<file path="src/rtl/matrix_10x10_mem.sv">
// Purpose: 10x10 operand/result matrix store, one element written or read per access by (row, col).
// Latency: writes land on the next rising clk; reads are combinational (0 cycles).
// Backpressure: none; every access is accepted. Optional MATRIX_CLEAR_EN adds a synchronous whole-matrix clear.
module matrix_10x10_mem #(
    parameter int DATA_WIDTH = 8
) (
    input  logic                  clk,
    input  logic                  rst,
`ifdef MATRIX_CLEAR_EN
    input  logic                  en_ClearMat,
`endif
    input  logic                  en_ReadMat,
    input  logic                  en_WriteMat,
    input  logic [3:0]            rowAddr,
    input  logic [3:0]            colAddr,
    input  logic [DATA_WIDTH-1:0] writeData,
    output logic [DATA_WIDTH-1:0] readData
);

    logic [DATA_WIDTH-1:0] mem [0:9][0:9];
    logic                  addr_ok;

    // Indices 10..15 are rejected outright so they never alias onto a real entry.
    assign addr_ok = (rowAddr <= 4'd9) && (colAddr <= 4'd9);

    // Storage update: async clear on rst, optional sync clear (wins over write), else single-entry write.
    always_ff @(posedge clk or posedge rst) begin
        if (rst) begin
            for (int r = 0; r < 10; r++) begin
                for (int c = 0; c < 10; c++) begin
                    mem[r][c] <= '0;
                end
            end
        end
`ifdef MATRIX_CLEAR_EN
        else if (en_ClearMat) begin
            for (int r = 0; r < 10; r++) begin
                for (int c = 0; c < 10; c++) begin
                    mem[r][c] <= '0;
                end
            end
        end
`endif
        else if (en_WriteMat && addr_ok) begin
            mem[rowAddr][colAddr] <= writeData;
        end
    end

    // Combinational read straight from storage; zero when disabled or out of range (no write bypass).
    always_comb begin
        readData = '0;
        if (en_ReadMat && addr_ok) begin
            readData = mem[rowAddr][colAddr];
        end
    end

endmodule

</file>
<file path="config.mk">
export PLATFORM = sky130hd
export DESIGN_NAME = matrix_10x10_mem
export DESIGN_NICKNAME = d
export VERILOG_FILES = /design/src/rtl/matrix_10x10_mem.sv
export SDC_FILE = /design/constraint.sdc
export NUM_CORES = 2
export LEC_CHECK = 0
export CAP_MARGIN = 20
export CORE_ASPECT_RATIO = 0.6
export CORE_UTILIZATION = 60
export CTS_BUF_LIST = sky130_fd_sc_hd__clkbuf_16
export CTS_CLUSTER_SIZE = 28
export DETAILED_ROUTE_END_ITERATION = 16
export GPL_TIMING_DRIVEN = 0
export PLACE_DENSITY_LB_ADDON = 0.05
export SLEW_MARGIN = 20
export SYNTH_ARGS = -nofsm -noshare
export SYNTH_HDL_FRONTEND = slang
export SYNTH_SLANG_ARGS = --single-unit
export TNS_END_PERCENT = 20
</file>
<file path="constraint.sdc">
create_clock -name clk -period 40.4 [get_ports clk]
set_clock_uncertainty 0.1 [all_clocks]
set_input_delay 6.06 -clock clk [delete_from_list [all_inputs] [get_ports clk]]
set_output_delay 6.06 -clock clk [all_outputs]
set_load 0.02 [all_outputs]
</file>
Yosys cells after proc, flatten, opt, wreduce, memory -nomap -nowiden --
Index checks and enable logic that the tools add are counted. W data, S select, Z words.
Cells by class: magnitude comparators 6, reductions and logical operators 5, bitwise operators 2, muxes and demuxes 12
Operators with widths (number):
- $bwmux W800 | 1
- $bmux W80 S4 | 1
- $demux W80 S4 | 1
- $mux W80 | 3
- $bmux W8 S4 | 1
- $demux W8 S4 | 1
- $mux W8 | 4
- $ge A5 B5 Y1 const B | 2
- $lt A5 B1 Y1 const B | 2
- $not A4 Y5 | 2
- $le A4 B4 Y1 const B | 2
- $logic_and A1 B1 Y1 | 5
Storage, ports and cells: bits of input ports 20, word-level logic and storage cells 125, output and inout bits 8, bits in registers 800

Depth between registers and ports, before layout --
word-level depth 8, mapped depth 11, mapped depth without buffers 6

Worst setup path before layout --
Ideal clock, no wire load.
kind input to output, from input port rowAddr[1], to output port readData[0], buffers on the path 4, setup slack 26.495 ns, stages on the path 10, required time 34.240 ns, arrival time 7.745 ns, cell sequence buf_6 -> or3b_1 -> clkbuf_1 -> buf_2 -> buf_2 -> o22ai_1 -> a211oi_1 -> nor2_1 -> a21oi_1 -> a31oi_1
Between the ends: longest elaborated chain between the ends 8, elaborated cells between the ends (all ways) 11, classes of those cells order compare (1); mux (7); bitwise (1); reduce/logical (2)
RTL lines:
- from (decl) | RTL line 14 | input logic [3:0] rowAddr,
- $not A4 Y5 (not written as such) | RTL line 53 | readData = mem[rowAddr][colAddr];
- $bmux W80 S4 | RTL line 53
- $mux W80 (not written as such) (2 in a row) | RTL line 53
- $bmux W8 S4 | RTL line 53
- $mux W8 (not written as such) (2 in a row) | RTL line 53
- $mux W8 (*) | RTL line 52 | if (en_ReadMat && addr_ok) begin
- to (decl) | RTL line 17 | output logic [DATA_WIDTH-1:0] readData
Every way passes the cells marked *; elsewhere a longest branch is shown, timed or not. The select of a mux whose other input is x is not followed.

Final worst setup path --
from input port rowAddr[3], to output port readData[7]
Same word-level chain as after synthesis.

==> metrics.yaml <==
post-place-cells: 3410
drtPass1Iterations: 5
clk_pin_slew_worst_paths_ns: 0.06
switching_share: 0.262
grt_pass1_vias: 25700
p_int_mw: 1.23
clock_latency_ns: 0.65
antenna_left: 0
crit_path_max_incr_delay_ns: 0.96
cp_max_fo: 10
postCtsSetupBuffers: 0
synth_area_mm2: 0.0377
finalSetupViolCount: 0
crit_arrival_ns: 11.47
synthFlopType: "dfrtp_1"
yosys.area.top_type: "dfrtp_1"
routed_wl_mm: 148
grt_pass1_wl_mm: 205
power_leakage_nw: 19.8
avgSynthCellArea_um2: 14.7
drc: 0
drive_gt1_frac: 0.430
rsz0062_at_grt: "false"
layout_min_cycle_time_ns: 17.63
endpoint_kind: "primary output"
numCtsBuffers: 74
portBuffers: 17
fin_setup_tns_ns: 0
worst_slew_pin_slew_ns: 1.36
combinationalPowerShare: 0.086
drv_cap: 0
p_clk_frac: 0.417
io_pins: 28
synth_cells: 2556
final_cells: 3544
wl_per_cell_um: 41.8
yosysMostFrequentCell: "dfrtp_1"
dp_hpwl_mm: 109
antenna_found_initial: 22
synth.ff_latch_count: 800
clk_path_buf_depth: 3
worstSetupPathType: "in -> out"
regMostFlops: "mem"
hold_viol: 0
cts_root_buf: "clkbuf_16"
status: "complete, no violations"
synth_area_leaders: "dfrtp_1, mux2_2, mux4_2, mux2i_1, nor2_4"
routed_via_density: 7.19
seq_area_frac_synth: 0.531
powerDensity_mw_per_mm2: 40.2
async_reset_ff_frac: 1.00
ys_top_cells_by_count: "dfrtp_1, mux2_2, mux2i_1"
place_ws_ns: 23.42
min_path_type: "reg -> reg"
via_count: 25500
crit_family: "buffers and inverters"
die_h_um: 196
max_freq_mhz: 56.7
synth_top_area_share: 0.531
grt_use_total: 0.474
maxSlewViolCount: 0
cts_hold_buf: 0
overflow: 0
finalNetCount: 2679
cp.required_ns: 34.24
cts.sinks: 800
cp-start-kind: "input port"
yosys_warnings: 0
syn_nets: 2576
fill_cells: 4274
ir_worst_vdd_mv: 0.0492
post_cts_resized: 0
fin_ws_ns: 22.77
largest_reg_flops: 800
die_w_um: 326
synth_cell_type_count: 49
cts_tree: "yes"
cts_max_level: 3
coreArea_mm2: 0.0615
area_growth_pct: 10.0
crit_chain: "clkdlybuf4s50_1, buf_4, or3b_1, clkbuf_1, clkbuf_1, o22ai_1, a211oi_1, o22ai_1, o21ai_0, a21oi_1, clkdlybuf4s50_1"
start_util: 0.613
grt_max_degree: 111
cp_slowest_cell: "o21ai_0"
crit_buf_inv: 5
die-area_mm2: 0.0639
p_switching_uw: 437
drt_iter0_drc: 3179
place_congestion: 1.07
synth_edf_count: 0
post-route-period-util: 0.436
p_seq_frac: 0.497
largestRegisters: "mem: 800 flops"
rows: 70
slew_headroom: 0.0964
path summary, 6_finish.rpt:
kind / from / endpoint / slack [ns] / cells after the start
setup / recovery: rowAddr[3] / readData[7] / 22.77 / 11
hold / removal: mem[195] / mem[195] / 0.39 / 1
setup reg to reg: mem[778] / mem[778] / 39.47 / 1
hold reg to reg: mem[195] / mem[195] / 0.39 / 1
max in group asynchronous: rst / mem[419] / 32.12 / 6
min in group asynchronous: rst / mem[693] / 5.78 / 2
kinds of logic (layout without fill, tap and decap cells):
group	count (synthesis)	count (layout)	share of synthesized area
compound gates	220	220	0.0390
other cells	0	2	0
mux	1108	1108	0.352
simple gates	232	232	0.0506
flops	800	800	0.531
buf+inv	196	354	0.0271
final cells by class:
| class | count | area, um2 | area share |
|---|---|---|---|
| sequential | 800 | 20000 | 0.483 |
| multi-input combinational | 1560 | 16600 | 0.402 |
| clock buffer | 75 | 1880 | 0.0453 |
| tap | 828 | 1040 | 0.0250 |
| buffer | 195 | 1020 | 0.0247 |
| clock inverter | 56 | 422 | 0.0102 |
| timing repair buffer | 27 | 417 | 0.0100 |
| inverter | 1 | 11.3 | 0.000272 |
| antenna | 2 | 5.00 | 0.000121 |
stage by stage:
| step | power [mW] | utilization | area (um2) | hold slack [ns] |
|---|---|---|---|---|
| after floorplan | 0.917 | - | 37700 | 0.352 |
| after global placement | 0.975 | 0.633 | 38900 | 0.361 |
| after detailed placement | 0.980 | 0.637 | 39100 | 0.374 |
| after CTS | 1.66 | 0.674 | 41400 | 0.389 |
| after global routing | 1.70 | 0.674 | 41500 | 0.405 |
| final | 1.67 | 0.674 | 41500 | 0.386 |
metal layers:
metal | up-vias | share of wire | GRT usage | wire length, um
met2 | 1829 | 0.40 | 0.624 | 58900
met5 | - | 0.0017 | 0.0292 | 253
met4 | 4 | 0.046 | 0.193 | 6830
li1 | 9657 | - | - | -
met3 | 323 | 0.16 | 0.245 | 23700
met1 | 13700 | 0.39 | 0.652 | 58600
power groups by stage:
stage / combinational, mW / sequential (mW) / clock (mW)
after floorplan: 0.0756 / 0.842 / 0
after global placement: 0.131 / 0.844 / 0
after detailed placement: 0.136 / 0.844 / 0
after CTS: 0.137 / 0.829 / 0.691
after global routing: 0.145 / 0.830 / 0.722
final: 0.143 / 0.829 / 0.695
cells in the final DEF (no fill, tap or decap), drive strengths merged, types with 3 or more instances in the layout:
| cell | n |
|---|---|
| a22o | 10 |
| a211oi | 53 |
| inv | 19 |
| mux2i | 200 |
| a2111oi | 14 |
| o22ai | 83 |
| o21ai | 24 |
| bufinv | 5 |
| nand3 | 12 |
| nand2 | 25 |
| or3b | 3 |
| nor2 | 159 |
| buf | 102 |
| a22oi | 11 |
| clkinv | 29 |
| mux4 | 92 |
| mux2 | 816 |
| clkdlybuf4s50 | 17 |
| dfrtp | 800 |
| clkbuf | 178 |
| a21oi | 24 |
| and2 | 3 |
| clkinvlp | 4 |
| nor3 | 8 |
| nor2b | 7 |
(Power assumes the default switching activity.)
